===== config.mk =====
export PLATFORM = sky130hd
export DESIGN_NAME = multdiv_iter
export DESIGN_NICKNAME = d
export VERILOG_FILES = /design/src/rtl/multdiv_pkg.sv /design/src/rtl/multdiv_iter_addsub_cla.sv /design/src/rtl/multdiv_iter.sv
export SDC_FILE = /design/constraint.sdc
export NUM_CORES = 1
export LEC_CHECK = 0
export CORE_UTILIZATION = 45
export CTS_CLUSTER_SIZE = 40
export DETAILED_ROUTE_END_ITERATION = 6
export PLACE_DENSITY = 0.71
export SYNTH_ARGS = -nofsm -noshare
export SYNTH_HDL_FRONTEND = slang
export SYNTH_SLANG_ARGS = --single-unit
export TNS_END_PERCENT = 50

===== constraint.sdc =====
create_clock -name clock -period 17.44 [get_ports clock]
set_input_delay 1.744 -clock clock [delete_from_list [all_inputs] [get_ports clock]]
set_output_delay 1.744 -clock clock [all_outputs]
set_load 0.01 [all_outputs]

===== src/rtl/multdiv_pkg.sv =====
// Shared definitions for the iterative multiply/divide unit.
// Provides:
//   WIDTH_DEF  default operand/result width
//   cnt_w()    iteration counter width for a given operand width
//   CNT_W      counter width at the default width
//   INT_MIN    most negative value at the default width
//   state_t    controller state encoding
package multdiv_pkg;

    localparam int WIDTH_DEF = 32;

    // Counter must hold WIDTH without wrapping.
    function automatic int cnt_w(input int w);
        return $clog2(w) + 1;
    endfunction

    localparam int CNT_W = cnt_w(WIDTH_DEF);

    localparam logic [WIDTH_DEF-1:0] INT_MIN = {1'b1, {(WIDTH_DEF-1){1'b0}}};

    typedef enum logic [1:0] {
        IDLE,
        MUL,
        DIV
    } state_t;

endpackage


===== src/rtl/multdiv_iter_addsub_cla.sv =====
// addsub_cla: N-bit add/subtract with a parallel-prefix carry network.
// The Booth accumulate step and the restoring-division trial subtraction
// both use it.
// Ports:
//   a, b  operands (N bits)
//   sub   0: sum = a + b, 1: sum = a - b
//   sum   result (N bits, carry out dropped)
module addsub_cla #(
    parameter int N = 33
) (
    input  logic [N-1:0] a,
    input  logic [N-1:0] b,
    input  logic         sub,
    output logic [N-1:0] sum
);

    logic [N-1:0] bb;
    logic [N-1:0] p;
    logic [N-1:0] g;
    logic [N-1:0] pp;
    logic [N-1:0] c;

    always_comb begin
        bb = b ^ {N{sub}};
        p  = a ^ bb;
        g  = a & bb;
        // Fold the carry-in into bit 0's generate so the prefix tree
        // directly yields the carry out of every bit.
        g[0] = g[0] | (p[0] & sub);
        pp   = p;
        // Kogge-Stone levels. Walking i downwards lets each bit read the
        // previous level's value of bit i-d before it is overwritten.
        for (int d = 1; d < N; d = d * 2) begin
            for (int i = N - 1; i >= d; i--) begin
                g[i]  = g[i] | (pp[i] & g[i-d]);
                pp[i] = pp[i] & pp[i-d];
            end
        end
        c   = {g[N-2:0], sub};
        sum = p ^ c;
    end

endmodule


===== src/rtl/multdiv_iter.sv =====
// multdiv_iter: iterative signed multiply (radix-2 Booth) and divide
// (sign-magnitude restoring). One iteration per clock edge, WIDTH
// iterations per operation. Result and exception appear together with
// a one-cycle data_resultRDY pulse WIDTH edges after the start edge.
// Ports:
//   clock, reset_n    rising-edge clock, synchronous active-low reset
//   data_operandA/B   operands, latched on the start edge
//   ctrl_MULT/DIV     one-cycle start pulses (both high: ignored)
//   data_result       product low half or truncated quotient (held)
//   data_exception    overflow / divide-by-zero (held)
//   data_resultRDY    one-cycle completion pulse
//   busy              operation in flight
//
// state | meaning
// IDLE  | no operation in flight, outputs hold last result
// MUL   | Booth multiply iterating
// DIV   | restoring divide iterating
module multdiv_iter
    import multdiv_pkg::*;
#(
    parameter int WIDTH = WIDTH_DEF
) (
    input  logic             clock,
    input  logic             reset_n,
    input  logic [WIDTH-1:0] data_operandA,
    input  logic [WIDTH-1:0] data_operandB,
    input  logic             ctrl_MULT,
    input  logic             ctrl_DIV,
    output logic [WIDTH-1:0] data_result,
    output logic             data_exception,
    output logic             data_resultRDY,
    output logic             busy
);

    localparam int CW = cnt_w(WIDTH);
    localparam int PW = 2 * WIDTH + 1;
    localparam logic [WIDTH-1:0] MIN_NEG = {1'b1, {(WIDTH-1){1'b0}}};

    state_t           state, state_n;
    logic [CW-1:0]    cnt, cnt_n;
    logic [WIDTH-1:0] opnd, opnd_n;    // multiplicand, or |divisor|
    logic [PW-1:0]    prod, prod_n;    // {acc, multiplier, booth bit}
    logic [WIDTH-1:0] rem, rem_n;
    logic [WIDTH-1:0] quo, quo_n;      // dividend shifts out as quotient shifts in
    logic             q_neg, q_neg_n;
    logic             b_zero, b_zero_n;
    logic             d_ovf, d_ovf_n;
    logic [WIDTH-1:0] result_n;
    logic             exc_n, rdy_n, busy_n;

    logic [WIDTH-1:0] a_abs, b_abs;
    logic             start_mul, start_div, last;

    logic [WIDTH:0]   add_x, add_y, add_s;
    logic             add_sub;

    logic [PW-1:0]    booth_next;
    logic             mul_ovf;
    logic             trial_ok;
    logic [WIDTH-1:0] rem_next, quo_next, quo_signed;

    assign a_abs     = data_operandA[WIDTH-1] ? -data_operandA : data_operandA;
    assign b_abs     = data_operandB[WIDTH-1] ? -data_operandB : data_operandB;
    assign start_mul = ctrl_MULT & ~ctrl_DIV;
    assign start_div = ctrl_DIV & ~ctrl_MULT;
    assign last      = (cnt == CW'(WIDTH - 1));

    // Operand selection for the shared adder.
    always_comb begin
        add_x   = '0;
        add_y   = '0;
        add_sub = 1'b0;
        case (state)
            MUL: begin
                add_x   = {prod[PW-1], prod[PW-1:WIDTH+1]};
                add_y   = (prod[1] ^ prod[0]) ? {opnd[WIDTH-1], opnd} : '0;
                add_sub = prod[1] & ~prod[0];
            end
            DIV: begin
                add_x   = {rem, quo[WIDTH-1]};
                add_y   = {1'b0, opnd};
                add_sub = 1'b1;
            end
            default: ;
        endcase
    end

    addsub_cla #(.N(WIDTH + 1)) u_addsub (
        .a   (add_x),
        .b   (add_y),
        .sub (add_sub),
        .sum (add_s)
    );

    // Accumulator is kept one bit wider than WIDTH, so dropping that sum
    // above the multiplier bits is the arithmetic right shift.
    assign booth_next = {add_s, prod[WIDTH:1]};
    assign mul_ovf    = booth_next[PW-1:WIDTH+1] != {WIDTH{booth_next[WIDTH]}};

    assign trial_ok   = ~add_s[WIDTH];
    assign rem_next   = trial_ok ? add_s[WIDTH-1:0] : add_x[WIDTH-1:0];
    assign quo_next   = {quo[WIDTH-2:0], trial_ok};
    assign quo_signed = q_neg ? -quo_next : quo_next;

    always_comb begin
        state_n  = state;
        cnt_n    = cnt;
        opnd_n   = opnd;
        prod_n   = prod;
        rem_n    = rem;
        quo_n    = quo;
        q_neg_n  = q_neg;
        b_zero_n = b_zero;
        d_ovf_n  = d_ovf;
        result_n = data_result;
        exc_n    = data_exception;
        rdy_n    = 1'b0;
        busy_n   = busy;

        // A start always wins, which also aborts any operation in flight.
        if (start_mul) begin
            state_n = MUL;
            cnt_n   = '0;
            busy_n  = 1'b1;
            opnd_n  = data_operandA;
            prod_n  = {{WIDTH{1'b0}}, data_operandB, 1'b0};
        end else if (start_div) begin
            state_n  = DIV;
            cnt_n    = '0;
            busy_n   = 1'b1;
            opnd_n   = b_abs;
            rem_n    = '0;
            quo_n    = a_abs;
            q_neg_n  = data_operandA[WIDTH-1] ^ data_operandB[WIDTH-1];
            b_zero_n = (data_operandB == '0);
            d_ovf_n  = (data_operandA == MIN_NEG) && (data_operandB == '1);
        end else begin
            case (state)
                MUL: begin
                    prod_n = booth_next;
                    cnt_n  = cnt + 1'b1;
                    if (last) begin
                        state_n  = IDLE;
                        busy_n   = 1'b0;
                        rdy_n    = 1'b1;
                        result_n = booth_next[WIDTH:1];
                        exc_n    = mul_ovf;
                    end
                end
                DIV: begin
                    rem_n = rem_next;
                    quo_n = quo_next;
                    cnt_n = cnt + 1'b1;
                    if (last) begin
                        state_n = IDLE;
                        busy_n  = 1'b0;
                        rdy_n   = 1'b1;
                        if (b_zero) begin
                            result_n = '0;
                            exc_n    = 1'b1;
                        end else if (d_ovf) begin
                            result_n = MIN_NEG;
                            exc_n    = 1'b1;
                        end else begin
                            result_n = quo_signed;
                            exc_n    = 1'b0;
                        end
                    end
                end
                default: ;
            endcase
        end
    end

    always_ff @(posedge clock) begin
        if (!reset_n) begin
            state          <= IDLE;
            cnt            <= '0;
            opnd           <= '0;
            prod           <= '0;
            rem            <= '0;
            quo            <= '0;
            q_neg          <= 1'b0;
            b_zero         <= 1'b0;
            d_ovf          <= 1'b0;
            data_result    <= '0;
            data_exception <= 1'b0;
            data_resultRDY <= 1'b0;
            busy           <= 1'b0;
        end else begin
            state          <= state_n;
            cnt            <= cnt_n;
            opnd           <= opnd_n;
            prod           <= prod_n;
            rem            <= rem_n;
            quo            <= quo_n;
            q_neg          <= q_neg_n;
            b_zero         <= b_zero_n;
            d_ovf          <= d_ovf_n;
            data_result    <= result_n;
            data_exception <= exc_n;
            data_resultRDY <= rdy_n;
            busy           <= busy_n;
        end
    end

endmodule


==> impl_metrics.yaml <==
sta:
  fin_tns_setup_ps: 0
  hold_viol: 0
  final.setup.worst_slack_ps: 10060
  tightest_slew_ps: 1040
  clock.fmax_mhz: 136
  min_period_over_period_pct: 42.3
  grt_setup_unrepaired: "no"
  final_max_slew_viol_count: 0
  fin_crit_ps: 7380
  max_slew_margin_pct: 30.3
  setup_viol: 0
  finClkSkew_ps: 22.7
routing:
  drc: 8
  routedWlPerCell_um: 20.3
  wl_um: 46900
  viasPerCell: 6.22
  dr.pass1.iters: 7
  ant_nets: 0
  vias: 14400
  drt_iter0_markers: 1259
worst_setup_path:
  crit_fanout: 40
  arrival_ps: 7800
  critPathKind: "flop to flop"
  cp-end-kind: "flop"
  cp-start-kind: "flop"
  worstPathRequired_ps: 17860
yosys:
  muxShareOfSynthArea_pct: 3.28
  ys_async_sr_fraction_pct: 0
  yosys.area_share.adder_pct: 3.76
  synthFlopType: "dfxtp_1"
  synth_edf_count: 0
  synth_top_family_by_area: "compound AO/OA/AOI/OAI gates"
  syn_area_mm2: 0.0142
  postSynthCellCount: 1895
  synth-seq-area-share_pct: 29.2
  ys_warn_count: 0
  synthDistinctLibCells: 79
  synthXorXnorAreaFrac_pct: 8.71
  synth_compound_gate_area_share_pct: 26.5
  synth_simple_gate_area_share_pct: 23.6
  syn_nets: 2005
  synth-seq-cells: 207
  syn_area_per_cell_um2: 7.48
cts:
  cts_root_buf: "clkbuf_16"
  cts.sink_count: 207
  clock_path_buffers: 3
  post_cts_buffers: 0
  cts_tree: "done"
  clk_pin_slew_ps: 60
  hold_buffers: 0
  tritoncts.num_buffers: 24
  cts_resized: 0
  htree_levels: 1
  insertion_delay_ps: 540
die:
  die_h_um: 179
  die_area_mm2: 0.0322
  io_pins: 103
  initial_core_util_pct: 46.1
  fp.dieW_um: 179
  core_mm2: 0.0307
  rows: 64
pwr:
  p_comb_share_pct: 16.7
  power_frac_seq_pct: 40.3
  clock_power_share_pct: 43.0
  p_sw_uw: 374
  switching_share_pct: 29.1
  p_int_uw: 911
  peakVddDrop_mv: 0.0841
  leakage_uw: 0.00579
  powerDensity_mw_per_mm2: 79.1
global_routing:
  grt_pass1_vias: 13300
  grt_max_degree: 110
  grt_pass1_wl_um: 73700
  grt.total_usage_pct: 28.3
  grt-ovfl-total: 0
  antenna_found_initial: 0
place:
  place_congestion: 0.951
  dp_slack_ps: 10120
  io_buffers: 102
  dp_hpwl_um: 32600
layout:
  area_growth_pct: 14.5
  diodes: 0
  drive_above_1_share_pct: 7.03
  mostFrequentLayoutCells: "nand2_1 (209), dfxtp_1 (207), o21ai_0 (188), a21oi_1 (180), nor2_1 (150)"
  nNetsFinal: 2011
  mostFrequentLayoutCell: "nand2_1"
worst_hold_path:
  hp-class: "flop to flop"
run_status:
  status: "complete, but fails checks"
  violations: "DRC"
job:
  max_cap_violations: 0
logic make-up (layout without fill, tap and decap cells):
| kind of cell | count (synthesis) | in the layout |
|---|---|---|
| buffers and inverters | 178 | 202 |
| AOI/OAI and AO/OA | 614 | 614 |
| DFF | 207 | 207 |
| muxes | 43 | 43 |
| and+or+nand+nor | 671 | 671 |
| xor gates and xnor gates | 140 | 140 |
| adders and majority gates | 42 | 42 |
cells in the mapped netlist (11+ instances only):
master | instances | area, um^2
mux2_2 | 28 | 315
dfxtp_1 | 207 | 4140
clkbuf_1 | 125 | 469
o22ai_1 | 11 | 68.8
a21oi_1 | 182 | 911
nor3_1 | 31 | 155
ha_1 | 41 | 513
o211ai_1 | 16 | 120
a21o_1 | 16 | 120
nand2_1 | 210 | 788
mux2i_1 | 15 | 150
or3_1 | 48 | 300
or4_1 | 13 | 97.6
o31ai_1 | 21 | 158
a21boi_0 | 12 | 90.1
nand4_1 | 20 | 125
and2_1 | 35 | 219
inv_1 | 29 | 109
xor2_1 | 62 | 543
nor2_1 | 156 | 586
a22oi_1 | 62 | 465
a221oi_1 | 28 | 245
nand3_1 | 32 | 160
buf_1 | 11 | 41.3
xnor2_1 | 77 | 674
nor2b_1 | 56 | 350
o21ai_0 | 188 | 941
path summary, 6_finish.rpt:
kind / to / slack (ps) / startpoint / cells past startpoint
worst max-delay path: data_result[28]$_SDFFE_PN0P_ / 10060 / state[1]$_SDFFE_PP0P_ / 27
worst min-delay path: prod[50]$_SDFFE_PP0P_ / 460 / prod[50]$_SDFFE_PP0P_ / 2
worst max register to register: data_result[28]$_SDFFE_PN0P_ / 10060 / state[1]$_SDFFE_PP0P_ / 27
worst min register to register: prod[50]$_SDFFE_PP0P_ / 460 / prod[50]$_SDFFE_PP0P_ / 2
layer usage:
layer | part of all wire [%] | vias to the layer above | global-route usage [%]
li1 | - | 6802 | -
met1 | 42 | 6751 | 36.8
met2 | 45 | 716 | 46.0
met3 | 8.6 | 129 | 3.91
met4 | 5.1 | 0 | 14.2
met5 | 0 | - | 0
metrics by stage:
stage          util (%)  total power [uW]  cells  hold WS [ps]  instance area (um^2)
2_1_floorplan         -               656   1895           436                 14200
3_3_place_gp       49.9               732   2271           442                 15400
3_5_place_dp       49.9               736   2271           447                 15400
4_1_cts            52.8              1280   2315           456                 16200
5_1_grt            52.8              1330   2315           476                 16200
6_report           52.8              1280   2315           457                 16200
worst max-delay path, cell delays in order, from the launching register on:
cell and delay, ps:
dfxtp_1 320, inv_1 60, ha_1 130, buf_4 440, inv_1 590, o21ai_2 290
buf_4 340, nand2_1 130, xnor2_1 150, nor2_1 60, ha_1 400, a21o_1 220
a2111oi_0 470, o21ai_0 190, and3_1 230, o31ai_2 330, o21ai_1 190, xnor2_4 150
buf_4 310, inv_2 290, ha_1 260, nand3_1 240, or3_1 460, nand2b_1 210
o31ai_1 250, xnor2_1 130, a221oi_1 290, nor2_1 80
sequential cells by signal (all words and copies together) (netlist names):
name	cells
d_ovf	1
q_neg	1
quo	32
data_resultRDY	1
prod	65
data_exception	1
cnt	6
data_result	32
opnd	32
b_zero	1
busy	1
rem	32
state	2
final cells by class:
class,count,area (um^2)
flip-flops and latches,207,4140
inverters,32,120
fillers,2925,14500
multi-input cells,1510,9400
repair buffers,126,1200
clock buffers,33,694
clock inverters,11,176
well taps,396,495
power by group through the flow:
stage,registers (uW),clock network [uW],logic (uW)
after floorplan,514,0,142
after global routing,519,578,233
after CTS,516,556,210
after global placement,526,0,206
final,518,552,214
after detailed placement,526,0,209
Note: power is estimated with default switching activity, not from simulation.
